$ cat src/rtl/audio_pkg.sv
// Shared definitions for the audio filter path: FSM state encoding and default widths.
package audio_pkg;

  localparam int DATA_W_DEF = 24;
  localparam int LOG2_N_DEF = 3;

  typedef enum logic [1:0] {
    S_IDLE  = 2'd0,
    S_CALC  = 2'd1,
    S_WRITE = 2'd2
  } state_e;

endpackage

$ cat src/rtl/moving_average_filter_if.sv
// Codec read/write handshake bundle; the filter is the master, the codec side is the slave.
interface moving_average_filter_if
  import audio_pkg::*;
#(
  parameter int DATA_W = DATA_W_DEF
);

  logic              read_ready;
  logic              write_ready;
  logic [DATA_W-1:0] readdata_left;
  logic [DATA_W-1:0] readdata_right;
  logic              read;
  logic              write;
  logic [DATA_W-1:0] writedata_left;
  logic [DATA_W-1:0] writedata_right;

  modport master (
    input  read_ready,
    input  write_ready,
    input  readdata_left,
    input  readdata_right,
    output read,
    output write,
    output writedata_left,
    output writedata_right
  );

  modport slave (
    output read_ready,
    output write_ready,
    output readdata_left,
    output readdata_right,
    input  read,
    input  write,
    input  writedata_left,
    input  writedata_right
  );

endinterface

$ cat src/rtl/sample_delay_fifo.sv
// Circular delay line of the last 2**LOG2_N scaled samples for one channel.
module sample_delay_fifo
  import audio_pkg::*;
#(
  parameter int DATA_W = DATA_W_DEF,
  parameter int LOG2_N = LOG2_N_DEF
) (
  input  logic              clk,
  input  logic              rst_n,
  input  logic              push,
  input  logic              pop,
  input  logic [DATA_W-1:0] din,
  output logic [DATA_W-1:0] dout,
  output logic              full
);

  localparam int              DEPTH    = 1 << LOG2_N;
  localparam logic [LOG2_N:0] FULL_CNT = (LOG2_N + 1)'(DEPTH);

  logic [DATA_W-1:0] mem_r [DEPTH];
  logic [LOG2_N-1:0] wr_ptr_r;
  logic [LOG2_N-1:0] rd_ptr_r;
  logic [LOG2_N:0]   count_r;
  logic              full_s;
  logic              empty_s;
  logic              push_ok_s;
  logic              pop_ok_s;

  // A push while full is only accepted when the oldest entry leaves in the same cycle.
  always_comb begin
    full_s    = (count_r == FULL_CNT);
    empty_s   = (count_r == {(LOG2_N + 1){1'b0}});
    pop_ok_s  = pop & ~empty_s;
    push_ok_s = push & (~full_s | pop_ok_s);
  end

  assign full = full_s;
  assign dout = mem_r[rd_ptr_r];

  // Storage needs no reset: an entry is only read after it has been written.
  always_ff @(posedge clk) begin
    if (push_ok_s) begin
      mem_r[wr_ptr_r] <= din;
    end
  end

  // Pointers wrap naturally at the power-of-two depth.
  always_ff @(posedge clk or negedge rst_n) begin
    if (!rst_n) begin
      wr_ptr_r <= {LOG2_N{1'b0}};
      rd_ptr_r <= {LOG2_N{1'b0}};
      count_r  <= {(LOG2_N + 1){1'b0}};
    end else begin
      if (push_ok_s) begin
        wr_ptr_r <= wr_ptr_r + LOG2_N'(1);
      end
      if (pop_ok_s) begin
        rd_ptr_r <= rd_ptr_r + LOG2_N'(1);
      end
      case ({push_ok_s, pop_ok_s})
        2'b10:   count_r <= count_r + (LOG2_N + 1)'(1);
        2'b01:   count_r <= count_r - (LOG2_N + 1)'(1);
        default: count_r <= count_r;
      endcase
    end
  end

endmodule

$ cat src/rtl/moving_average_filter.sv
// Stereo N-tap moving-average filter sitting between the codec ADC read port and DAC write port.
module moving_average_filter
  import audio_pkg::*;
#(
  parameter int DATA_W = DATA_W_DEF,
  parameter int LOG2_N = LOG2_N_DEF
) (
  input  logic                     CLOCK_50,
  input  logic                     reset_n,
  moving_average_filter_if.master  codec
);

  state_e state_r;
  state_e next_state_s;

  logic read_s;
  logic write_s;
  logic push_s;
  logic pop_left_s;
  logic pop_right_s;
  logic full_left_s;
  logic full_right_s;

  logic signed [DATA_W-1:0] in_left_r;
  logic signed [DATA_W-1:0] in_right_r;
  logic signed [DATA_W-1:0] acc_left_r;
  logic signed [DATA_W-1:0] acc_right_r;
  logic signed [DATA_W-1:0] wd_left_r;
  logic signed [DATA_W-1:0] wd_right_r;
  logic signed [DATA_W-1:0] tap_left_s;
  logic signed [DATA_W-1:0] tap_right_s;
  logic signed [DATA_W-1:0] old_left_s;
  logic signed [DATA_W-1:0] old_right_s;
  logic signed [DATA_W-1:0] acc_left_next_s;
  logic signed [DATA_W-1:0] acc_right_next_s;

  // State register.
  always_ff @(posedge CLOCK_50 or negedge reset_n) begin
    if (!reset_n) begin
      state_r <= S_IDLE;
    end else begin
      state_r <= next_state_s;
    end
  end

  // Next-state logic: one sample pair per IDLE -> CALC -> WRITE pass.
  always_comb begin
    next_state_s = state_r;
    case (state_r)
      S_IDLE: begin
        if (read_s) begin
          next_state_s = S_CALC;
        end else begin
          next_state_s = S_IDLE;
        end
      end
      S_CALC: next_state_s = S_WRITE;
      S_WRITE: begin
        if (write_s) begin
          next_state_s = S_IDLE;
        end else begin
          next_state_s = S_WRITE;
        end
      end
      default: next_state_s = S_IDLE;
    endcase
  end

  // Handshake strobes are gated by reset_n so they drop in the same cycle reset is asserted.
  always_comb begin
    read_s  = 1'b0;
    write_s = 1'b0;
    push_s  = 1'b0;
    case (state_r)
      S_IDLE:  read_s  = codec.read_ready & reset_n;
      S_CALC:  push_s  = 1'b1;
      S_WRITE: write_s = codec.write_ready & reset_n;
      default: begin
        read_s  = 1'b0;
        write_s = 1'b0;
        push_s  = 1'b0;
      end
    endcase
  end

  // Running sums: add the newest scaled tap, retire the oldest once the window is full.
  always_comb begin
    tap_left_s  = in_left_r >>> LOG2_N;
    tap_right_s = in_right_r >>> LOG2_N;
    pop_left_s  = push_s & full_left_s;
    pop_right_s = push_s & full_right_s;
    if (full_left_s) begin
      acc_left_next_s = acc_left_r + tap_left_s - old_left_s;
    end else begin
      acc_left_next_s = acc_left_r + tap_left_s;
    end
    if (full_right_s) begin
      acc_right_next_s = acc_right_r + tap_right_s - old_right_s;
    end else begin
      acc_right_next_s = acc_right_r + tap_right_s;
    end
  end

  // Input capture, accumulators and registered outputs.
  always_ff @(posedge CLOCK_50 or negedge reset_n) begin
    if (!reset_n) begin
      in_left_r   <= {DATA_W{1'b0}};
      in_right_r  <= {DATA_W{1'b0}};
      acc_left_r  <= {DATA_W{1'b0}};
      acc_right_r <= {DATA_W{1'b0}};
      wd_left_r   <= {DATA_W{1'b0}};
      wd_right_r  <= {DATA_W{1'b0}};
    end else begin
      if (read_s) begin
        in_left_r  <= codec.readdata_left;
        in_right_r <= codec.readdata_right;
      end
      if (push_s) begin
        acc_left_r  <= acc_left_next_s;
        acc_right_r <= acc_right_next_s;
        wd_left_r   <= acc_left_next_s;
        wd_right_r  <= acc_right_next_s;
      end
    end
  end

  sample_delay_fifo #(
    .DATA_W (DATA_W),
    .LOG2_N (LOG2_N)
  ) u_fifo_left (
    .clk   (CLOCK_50),
    .rst_n (reset_n),
    .push  (push_s),
    .pop   (pop_left_s),
    .din   (tap_left_s),
    .dout  (old_left_s),
    .full  (full_left_s)
  );

  sample_delay_fifo #(
    .DATA_W (DATA_W),
    .LOG2_N (LOG2_N)
  ) u_fifo_right (
    .clk   (CLOCK_50),
    .rst_n (reset_n),
    .push  (push_s),
    .pop   (pop_right_s),
    .din   (tap_right_s),
    .dout  (old_right_s),
    .full  (full_right_s)
  );

  assign codec.read            = read_s;
  assign codec.write           = write_s;
  assign codec.writedata_left  = wd_left_r;
  assign codec.writedata_right = wd_right_r;

endmodule

$ cat src/flat_wrapper.sv
// flat-port wrapper written by rule: the top's interface ports become plain ports
module moving_average_filter_flat import audio_pkg::*;
#(
  parameter int DATA_W = DATA_W_DEF,
  parameter int LOG2_N = LOG2_N_DEF
)
  (CLOCK_50, reset_n, codec_read_ready, codec_write_ready, codec_readdata_left, codec_readdata_right, codec_read, codec_write, codec_writedata_left, codec_writedata_right);
  moving_average_filter_if #(.DATA_W(DATA_W)) codec_i ();
  input  logic CLOCK_50;
  input  logic reset_n;
  input wire logic [$bits(codec_i.read_ready)-1:0] codec_read_ready;
  input wire logic [$bits(codec_i.write_ready)-1:0] codec_write_ready;
  input wire logic [$bits(codec_i.readdata_left)-1:0] codec_readdata_left;
  input wire logic [$bits(codec_i.readdata_right)-1:0] codec_readdata_right;
  output wire logic [$bits(codec_i.read)-1:0] codec_read;
  output wire logic [$bits(codec_i.write)-1:0] codec_write;
  output wire logic [$bits(codec_i.writedata_left)-1:0] codec_writedata_left;
  output wire logic [$bits(codec_i.writedata_right)-1:0] codec_writedata_right;
  assign codec_i.read_ready = codec_read_ready;
  assign codec_i.write_ready = codec_write_ready;
  assign codec_i.readdata_left = codec_readdata_left;
  assign codec_i.readdata_right = codec_readdata_right;
  assign codec_read = codec_i.read;
  assign codec_write = codec_i.write;
  assign codec_writedata_left = codec_i.writedata_left;
  assign codec_writedata_right = codec_i.writedata_right;
  moving_average_filter #(.DATA_W(DATA_W), .LOG2_N(LOG2_N)) u_core (.CLOCK_50(CLOCK_50), .reset_n(reset_n), .codec(codec_i));
endmodule
$ cat config.mk
export PLATFORM = sky130hd
export DESIGN_NAME = moving_average_filter_flat
export DESIGN_NICKNAME = d
export VERILOG_FILES = /design/src/rtl/audio_pkg.sv /design/src/rtl/moving_average_filter_if.sv /design/src/rtl/sample_delay_fifo.sv /design/src/rtl/moving_average_filter.sv /design/src/flat_wrapper.sv
export SDC_FILE = /design/constraint.sdc
export NUM_CORES = 1
export LEC_CHECK = 0
export BUFFER_PORTS_ARGS = -buffer_cell sky130_fd_sc_hd__clkbuf_2
export CAP_MARGIN = 10
export CORE_MARGIN = 2
export CORE_UTILIZATION = 67
export DETAILED_ROUTE_END_ITERATION = 10
export PLACE_DENSITY = 0.86
export SYNTH_ARGS = -nofsm -noshare
export SYNTH_HDL_FRONTEND = slang
export SYNTH_SLANG_ARGS = --single-unit
$ cat constraint.sdc
create_clock -name CLOCK_50 -period 8 [get_ports CLOCK_50]
set_input_delay 1.6 -clock CLOCK_50 [delete_from_list [all_inputs] [get_ports CLOCK_50]]
set_output_delay 1.6 -clock CLOCK_50 [all_outputs]
set_load 0.01 [all_outputs]
# == Word-level counts from Yosys, hierarchy flattened ==
# Memories as Yosys holds them, arrays and structs flattened.
# Index checks and enable logic that the tools add are counted.
# totals
wordCells,66
latch_bits,0
output_inout_bits,50
regBits,118
in_bits,52
mem_bits_ro,0
ramBits,384
n_memories,2
# classes
n_eq_ne,8
multipliers,0
reduce_logical,5
muxes,14
magnitude_cmp,0
shifts,0
n_bitwise,14
div_mod_pow,0
n_addsub,12
# mem_list
name,depth,word_bits,rd,rd_ports_with_merged_regs,wr,line_no,rtl
u_core.u_fifo_left.mem_r,8,24,1,0,1,sample_delay_fifo.sv:20,logic [DATA_W-1:0] mem_r [DEPTH];
u_core.u_fifo_right.mem_r,8,24,1,0,1,sample_delay_fifo.sv:20,
# op_table
op,n
$add 24x21->24,2
$mux 24,2
$sub 24x24->24,2
$pmux 4 s2,2
$add 3x1->3 const B,4
$add 4x1->4 const B,2
$and 1x1->1,8
$eq 4x4->1 const B,2
$logic_not 4->1,2
$mux 1,8
$sub 4x1->4 const B,2
$eq 2x1->1 const B,3
$eq 2x2->1 const B,3
$pmux 2 s3,1
$not 1->1,4
$reduce_bool 2->1,2
$logic_not 2->1,1
$mux 2,1
$or 1x1->1,2

# == Logic depth before layout (Yosys ltp) ==
# Gate-level depths: netlist of run 1.
# logic_depth
word_depth,8
depth_mapped,23

# == By module ==
# A second synthesis of run 1 with hierarchy kept.
# unflattened
hier_cells,1613
area_unflattened_um2,23935.5
# modules_own_cells
mod,instances,area_per_inst_um2,cells_each
moving_average_filter,1,8144.1,929
sample_delay_fifo at u_core.u_fifo_left,1,7900.1,342
sample_delay_fifo at u_core.u_fifo_right,1,7891.3,342

# == Worst setup path before layout of run 1 ==
# No wires, ideal clock.
# synth_timing
kind,register to register
startpoint,register u_core.u_fifo_left.rd_ptr_r[0]
endpoint,register u_core.acc_left_r[16]
arrival_time_ns,5.368
setup_slack_ns,2.506
path_stages_with_launch,22
setup_time_ns,0.126
path_buffers,4
path_cell_list,dfrtp_1 > buf_2 > buf_2 > buf_2 > buf_1 > mux4_2 > mux2_2 > ha_1 > fa_1 > nor2b_1 > o21a_1 > o21ai_0 > a21oi_1 > o21bai_1 > a21boi_0 > a2111oi_2 > a2111oi_0 > o21ai_0 > a22oi_1 > nand2_1 > xnor2_1 > a221o_1
# synth_via
elab_chain_cells,3
# synth_lines
item,line_no,rtl
from (decl),sample_delay_fifo.sv:22,logic [LOG2_N-1:0] rd_ptr_r;
from (signal assigned),sample_delay_fifo.sv:51,rd_ptr_r <= {LOG2_N{1'b0}};
from (signal assigned),sample_delay_fifo.sv:58,rd_ptr_r <= rd_ptr_r + LOG2_N'(1);
$mem_v2 8x24,--,
$sub 24x24->24,moving_average_filter.sv:93,acc_left_next_s = acc_left_r + tap_left_s - old_left_s;
$mux 24,moving_average_filter.sv:92,if (full_left_s) begin
to (signal assigned),moving_average_filter.sv:109,acc_left_r <= {DATA_W{1'b0}};
to (signal assigned),moving_average_filter.sv:119,acc_left_r <= acc_left_next_s;
to (decl),moving_average_filter.sv:26,logic signed [DATA_W-1:0] acc_left_r;
# No other way between the ends.
# A chain may end at the register's enable or synchronous reset.

# == Final worst setup path of run 1 ==
# layout_timing
startpoint,register u_core.u_fifo_left.rd_ptr_r[1]
endpoint,register u_core.acc_left_r[20]
# The elaborated chain is that of the path after synthesis.

==> results.sh, run 1 <==
export IMPL_fill_cells=1783
export IMPL_ant_nets=0
export IMPL_finalHoldViolCount=0
export IMPL_clk_path_buf_depth=3
export IMPL_io_buffers=95
export IMPL_drt_total_wl_um=53900
export IMPL_ys_flop_type="edfxtp_1"
export IMPL_grt_total_usage_pct=31.9
export IMPL_wire_per_inst_um=24.6
export IMPL_grt_max_degree=73
export IMPL_cts_max_level=2
export IMPL_start_kind="register"
export IMPL_route_layer_met1_wl_um=20200
export IMPL_initial_core_util_pct=68.1
export IMPL_status="finished, final reports clean"
export IMPL_die_h_um=186
export IMPL_r2r_start="u_core.u_fifo_left.rd_ptr_r[1]"
export IMPL_cpMaxStageDelayCell="dfrtp_2"
export IMPL_num_vias=14800
export IMPL_cts_root_buf="clkbuf_16"
export IMPL_synth_yosys_seq_area_share_pct=58.1
export IMPL_setup_viol=0
export IMPL_worstMarginPinSlew_ps=1150
export IMPL_synth_seq_cells=448
export IMPL_crit_path_end_kind="register"
export IMPL_clock_sinks=448
export IMPL_slew_headroom_pct=23.4
export IMPL_reg2reg_depth=17
export IMPL_antenna_found_initial=0
export IMPL_hold_path_class="reg2reg"
export IMPL_grt_overflow=0
export IMPL_worstSetupPathDepth=17
export IMPL_setup_tns_ps=0
export IMPL_die_x_um=186
export IMPL_slowest_delay_ps=1130
export IMPL_r2r_slack_ps=2040
export IMPL_num_rows=66
export IMPL_path_clk_slew_ps=60
export IMPL_cap_viol_max_count=0
export IMPL_r2r_end="u_core.acc_left_r[20]"
export IMPL_fmax_mhz=168
export IMPL_cts_resized=0
export IMPL_grt_pass1_vias=15000
export IMPL_fin_crit_ps=5960
export IMPL_rsz0062_at_grt="no"
export IMPL_place_hpwl_um=32300
export IMPL_io_pins=102
export IMPL_drv_slew=0
export IMPL_finClkSkew_ps=18.3
export IMPL_synthDistinctLibCells=90
export IMPL_n_antenna_cell=0
export IMPL_drt_iter0_drc=1570
export IMPL_async_flop_share_pct=25.0
export IMPL_worstPathMaxFanout=44
export IMPL_syn_inst=1590
export IMPL_path_delay_family="compound AO/OA/AOI/OAI gates"
export IMPL_syn_area_um2=22200
export IMPL_wl_met2_um=26300
export IMPL_cts_tree="built"
export IMPL_die_area_um2=34600
export IMPL_fin_crit_sh_pct=74.5
export IMPL_clock_latency_ps=570
export IMPL_crit_required_ps=8440
export IMPL_crit_start="u_core.u_fifo_left.rd_ptr_r[1]"
export IMPL_nNetsFinal=1854
export IMPL_synth_edff_count=336
export IMPL_worstPathArrival_ps=6400
export IMPL_cp_common_cell="a21oi_1"
export IMPL_area_growth_pct=12.0
export IMPL_crit_chain="mux4_2 -> mux2_2 -> ha_1 -> fa_1 -> nor2b_1 -> o21a_1 -> o21ai_0 -> a21oi_1 -> o21bai_1 -> a21boi_0 -> a2111oi_2 -> a2111oi_0 -> nor2_1 -> a22oi_1 -> a21oi_1 -> mux2i_1 -> a221o_1"
export IMPL_drc_errors=0
export IMPL_grt_pass1_wl_um=82500
export IMPL_gp_congestion=0.916
export IMPL_drt_vias_per_instance=6.79
export IMPL_route_met3_wl_um=4910
export IMPL_firstDrtPassIters=6
export IMPL_cp_buffers_inverters=0
export IMPL_critPathKind="reg2reg"
export IMPL_drive_gt1_share_pct=22.2
export IMPL_numCtsBuffers=45
export IMPL_topRoutingLayerUsed="met4"
export IMPL_post_cts_setup_buffers=0
export IMPL_placeableCoreArea_um2=32600
export IMPL_syn_avg_cell_area_um2=14.0
export IMPL_yosysWarnings=0
export IMPL_worst_setup_path_endpoint="u_core.acc_left_r[20]"
export IMPL_cts_hold_fix_buffers=0
## Yosys cell counts, drive strengths merged, types with 5 or more instances
cell type / n / share of area [%]
nor4b: 5 / 0.36
o211ai: 13 / 0.44
a211oi: 12 / 0.45
nor2: 87 / 1.5
mux2i: 46 / 2.1
nand2: 113 / 1.9
nand2b: 20 / 0.56
nor2b: 14 / 0.39
o21a: 18 / 0.61
buf: 22 / 0.42
mux4: 84 / 8.5
edfxtp: 336 / 45
dfrtp: 112 / 13
a31oi: 9 / 0.35
and3: 9 / 0.28
mux2: 48 / 2.4
a21oi: 83 / 1.9
xnor3: 5 / 0.51
o21ai: 89 / 2.0
nand4: 5 / 0.14
clkbuf: 33 / 0.56
or3: 11 / 0.33
nor4: 8 / 0.28
xor2: 23 / 0.91
inv: 43 / 0.73
nand3: 19 / 0.43
nor3b: 8 / 0.27
or2: 5 / 0.14
and2: 12 / 0.35
a221o: 5 / 0.23
xnor2: 60 / 2.4
nor3: 38 / 0.88
o31ai: 10 / 0.38
ha: 90 / 5.1
a21o: 21 / 0.71
a21boi: 6 / 0.20
a2111oi: 8 / 0.60
## logic make-up after synthesis
logic type	Yosys count	synth area share (%)
xor+xnor	88	3.78
other cells	1	0.0169
buf+inv	98	1.70
simple gates	365	8.24
compound gates	314	9.52
mux	178	13.0
flops	448	58.1
fa+ha+maj	98	5.61
## metrics by stage
step | std cells | worst slack, ps | hold WS, ps | area, um2 | util [%]
finish | 2187 | 2040 | 474 | 24900 | 76.2
global route | 2187 | 1760 | 499 | 24900 | 76.2
CTS | 2185 | 2270 | 478 | 24800 | 76.1
detailed placement | 2101 | 2450 | 469 | 23300 | 71.5
global placement | 2101 | 2660 | 460 | 23300 | 71.5
floorplan | 1591 | 2510 | 441 | 22200 | -
## layout by cell type (no fill, tap or decap), types with 28 or more instances in the layout
master / n
o21ai_0: 88
ha_1: 90
xnor2_1: 60
mux2_2: 48
buf_4: 28
clkbuf_16: 47
nor3_1: 29
edfxtp_1: 336
inv_1: 43
mux4_2: 84
dfrtp_1: 108
a21oi_1: 79
clkbuf_2: 94
nor2_1: 82
mux2i_1: 45
nand2_1: 112
## flip-flops by register name, indices dropped and copies added (netlist names), 4 cells and up
signal,flops
u_core.in_right_r,21
u_core.u_fifo_right.mem_r,168
u_core.acc_right_r,24
u_core.u_fifo_left.count_r,4
u_core.in_left_r,21
u_core.u_fifo_right.count_r,4
u_core.u_fifo_left.mem_r,168
u_core.acc_left_r,24
## layer usage
layer	GRT usage (%)	up-vias
met5	0	-
met4	14.3	0
met3	5.63	229
met2	51.9	940
met1	42.5	7301
li1	-	6373
## how the worst min path moves through the flow
stage | cells after the start | slack, ps | startpoint | end
3_3_place_gp | 1 | 460 | u_core.u_fifo_right.count_r[3] | u_core.u_fifo_right.count_r[3]
4_1_cts | 1 | 480 | u_core.acc_right_r[23] | u_core.acc_right_r[23]
5_1_grt | 1 | 500 | u_core.acc_right_r[23] | u_core.acc_right_r[23]
2_1_floorplan | 1 | 440 | u_core.u_fifo_right.count_r[3] | u_core.u_fifo_right.count_r[3]
6_report | 1 | 470 | u_core.acc_left_r[23] | u_core.acc_left_r[23]
3_5_place_dp | 1 | 470 | u_core.acc_right_r[23] | u_core.acc_right_r[23]
## cell type report
| type | count | area [um2] | share of cell area (%) |
|---|---|---|---|
| clock buffers | 59 | 1240 | 4.99 |
| clock inverters | 25 | 269 | 1.08 |
| inverters | 43 | 161 | 0.649 |
| multi-input cells | 1045 | 9020 | 36.3 |
| flip-flops and latches | 448 | 12900 | 51.9 |
| well taps | 442 | 553 | 2.22 |
| repair buffers | 125 | 714 | 2.87 |
Power of run 1 is left out: the tool's default activity adds up to more than one toggle a clock period on the data nets, which glitch-free logic cannot reach.
==> inputs of run 2 (changes only) <==
--- a/config.mk
+++ b/config.mk
@@ -5,12 +5,13 @@
 export SDC_FILE = /design/constraint.sdc
 export NUM_CORES = 1
 export LEC_CHECK = 0
+export ABC_AREA = 1
 export BUFFER_PORTS_ARGS = -buffer_cell sky130_fd_sc_hd__clkbuf_2
 export CAP_MARGIN = 10
 export CORE_MARGIN = 2
-export CORE_UTILIZATION = 67
+export CORE_UTILIZATION = 56
 export DETAILED_ROUTE_END_ITERATION = 10
-export PLACE_DENSITY = 0.86
+export PLACE_DENSITY = 0.76
 export SYNTH_ARGS = -nofsm -noshare
 export SYNTH_HDL_FRONTEND = slang
 export SYNTH_SLANG_ARGS = --single-unit
==> constraint.sdc (replaced) <==
create_clock -name CLOCK_50 -period 5.2 [get_ports CLOCK_50]
set_input_delay 1.04 -clock CLOCK_50 [delete_from_list [all_inputs] [get_ports CLOCK_50]]
set_output_delay 1.04 -clock CLOCK_50 [all_outputs]
set_load 0.01 [all_outputs]
==> run 2 against run 1 <==
Compared with the run above:
- clock skew up 22 ps
- sequential cell count unchanged
- non-clock buffer count up 10
- fmax up 34%
- largest cell class unchanged
==> results.sh, run 2 <==
export IMPL_finClkSkew_ps=40.2
export IMPL_initial_core_util_pct=56.9
export IMPL_cts_hold_fix_buffers=0
export IMPL_clock_sinks=448
export IMPL_syn_inst=2549
export IMPL_numCtsBuffers=47
export IMPL_drt_iter0_drc=2247
export IMPL_mostFrequentLayoutCells="nand2_1, edfxtp_1, nor2_1"
export IMPL_grt_total_usage_pct=28.3
export IMPL_cap_viol_max_count=0
export IMPL_nNetsFinal=2796
export IMPL_synth_yosys_seq_area_share_pct=55.4
export IMPL_firstDrtPassIters=8
export IMPL_synth_most_common_cell="nand2_1"
export IMPL_io_buffers=95
export IMPL_yosys_top_cells_area="edfxtp_1, dfrtp_1, nand2_1, nor2_1, o21ai_0"
export IMPL_async_flop_share_pct=25.0
export IMPL_final_common_cell="nand2_1"
export IMPL_clk_path_buf_depth=3
export IMPL_worstPathMaxFanout=38
export IMPL_num_vias=18500
export IMPL_ys_flop_type="edfxtp_1"
export IMPL_ant_nets=0
export IMPL_area_growth_pct=11.4
export IMPL_synth_top_area_share_pct=43.4
export IMPL_synth_seq_cells=448
export IMPL_yosysWarnings=0
export IMPL_grt_pass1_vias=17800
export IMPL_cts_resized=0
export IMPL_drc_errors=0
export IMPL_fmax_mhz=225
export IMPL_finalHoldViolCount=0
export IMPL_drt_vias_per_instance=5.74
export IMPL_cts_root_buf="clkbuf_16"
export IMPL_die_x_um=208
export IMPL_slew_headroom_pct=32.1
export IMPL_start_kind="register"
export IMPL_die_area_um2=43200
export IMPL_grt_max_degree=60
export IMPL_fin_crit_sh_pct=85.6
export IMPL_drv_slew=0
export IMPL_crit_path_end_kind="register"
export IMPL_crit_required_ps=5660
export IMPL_drive_gt1_share_pct=10.8
export IMPL_cts_tree="built"
export IMPL_worstMarginPinSlew_ps=1020
export IMPL_grt_overflow=0
export IMPL_worstPathArrival_ps=4920
export IMPL_setup_tns_ps=0
export IMPL_placeableCoreArea_um2=40900
export IMPL_place_hpwl_um=41100
export IMPL_syn_area_um2=23300
export IMPL_synth_common_cells="nand2_1, edfxtp_1, nor2_1"
export IMPL_hold_path_class="in2async"
export IMPL_fin_crit_ps=4450
export IMPL_num_rows=74
export IMPL_top_regs="u_core.u_fifo_left.mem_r x168, u_core.u_fifo_right.mem_r x168"
export IMPL_post_cts_setup_buffers=0
export IMPL_clock_latency_ps=610
export IMPL_critPathKind="reg2reg"
export IMPL_wire_per_inst_um=19.0
export IMPL_antenna_found_initial=0
export IMPL_setup_viol=0
export IMPL_synthDistinctLibCells=47
export IMPL_gp_congestion=0.951
export IMPL_cts_max_level=2
export IMPL_synth_edff_count=336
export IMPL_n_antenna_cell=0
export IMPL_path_clk_slew_ps=60
export IMPL_syn_avg_cell_area_um2=9.13
export IMPL_die_h_um=208
export IMPL_io_pins=102
export IMPL_status="finished, final reports clean"
export IMPL_drt_total_wl_um=61200
export IMPL_yosys_area_top_type="edfxtp_1"
export IMPL_grt_pass1_wl_um=95700
export IMPL_rsz0062_at_grt="no"
run 2: cell types whose count changed in the layout (fill, tap and decap cells not counted), sizes merged, moves of 21 or more:
cell	delta
nand3	+123
nor2	+220
mux4	-84
nand2	+519
xnor2	-47
inv	+211
mux2	-48
mux2i	-46
o21ai	+190
o221ai	+21
nor3	-21
o22ai	+48
run 2: path summary, 6_finish.rpt:
check | start | slack (ps) | endpoint | cells after the start
min in group CLOCK_50 | u_core.u_fifo_right.count_r[3] | 490 | u_core.u_fifo_right.count_r[3] | 1
min | reset_n | 330 | u_core.in_left_r[5] | 1
max in group asynchronous | reset_n | 3590 | u_core.u_fifo_right.rd_ptr_r[0] | 2
max reg2reg | u_core.u_fifo_right.rd_ptr_r[0] | 750 | u_core.acc_right_r[21] | 23
min reg2reg | u_core.u_fifo_right.count_r[3] | 490 | u_core.u_fifo_right.count_r[3] | 1
max | u_core.u_fifo_right.rd_ptr_r[0] | 750 | u_core.acc_right_r[21] | 23
run 2: stage by stage:
stage | instance area, um2 | worst slack (ps) | instances | hold WS [ps] | utilization [%]
detailed placement | 24400 | 857 | 3133 | 481 | 59.5
global placement | 24400 | 993 | 3133 | 465 | 59.5
finish | 25900 | 747 | 3220 | 335 | 63.4
CTS | 25900 | 811 | 3220 | 325 | 63.4
floorplan | 23300 | 1550 | 2550 | 447 | -
global route | 25900 | 430 | 3220 | 345 | 63.4
run 2: worst max-delay path: stages, from the launching register on:
cell	delay, ps
dfrtp_2	630
inv_2	410
buf_4	430
o21ai_0	160
o22ai_1	170
inv_1	50
o21ai_0	280
inv_1	90
ha_1	280
inv_1	40
nor3_1	180
nand2_1	60
o21ai_0	420
nand3_1	150
nand2_1	180
nand2_1	80
nand2_1	100
nand2_1	80
nand2_1	110
nand2_1	90
nand3_1	80
nand2_1	50
nand3_1	70
nand2_1	60
run 2: layout make-up:
class	count	area, um2
tap	532	666
timing repair buffer	135	782
clock inverter	19	213
inverter	256	961
fill	3217	15000
clock buffer	68	1360
multi-input combinational	1762	9050
sequential	448	12900
run 2: routing by layer:
layer | track usage (%) | vias up | wire length, um
met1 | 39.3 | 8700 | 25800
li1 | - | 8858 | -
met5 | 0 | - | 0
met2 | 45.9 | 820 | 28500
met3 | 4.08 | 98 | 5290
met4 | 9.56 | 0 | 1620
run 2: logic make-up (layout without fill, tap and decap cells):
| family | after synthesis | after routing | share of synthesized area, % |
|---|---|---|---|
| XOR/XNOR | 49 | 49 | 1.96 |
| AO/OA/AOI/OAI | 485 | 485 | 11.7 |
| other | 1 | 2 | 0.0161 |
| flip-flops | 448 | 448 | 55.4 |
| adder cells (fa/ha/maj) | 94 | 94 | 5.18 |
| AND/OR/NAND/NOR | 1132 | 1132 | 19.9 |
| buffers and inverters | 340 | 478 | 5.89 |
Power of run 2 is left out for the same reason.
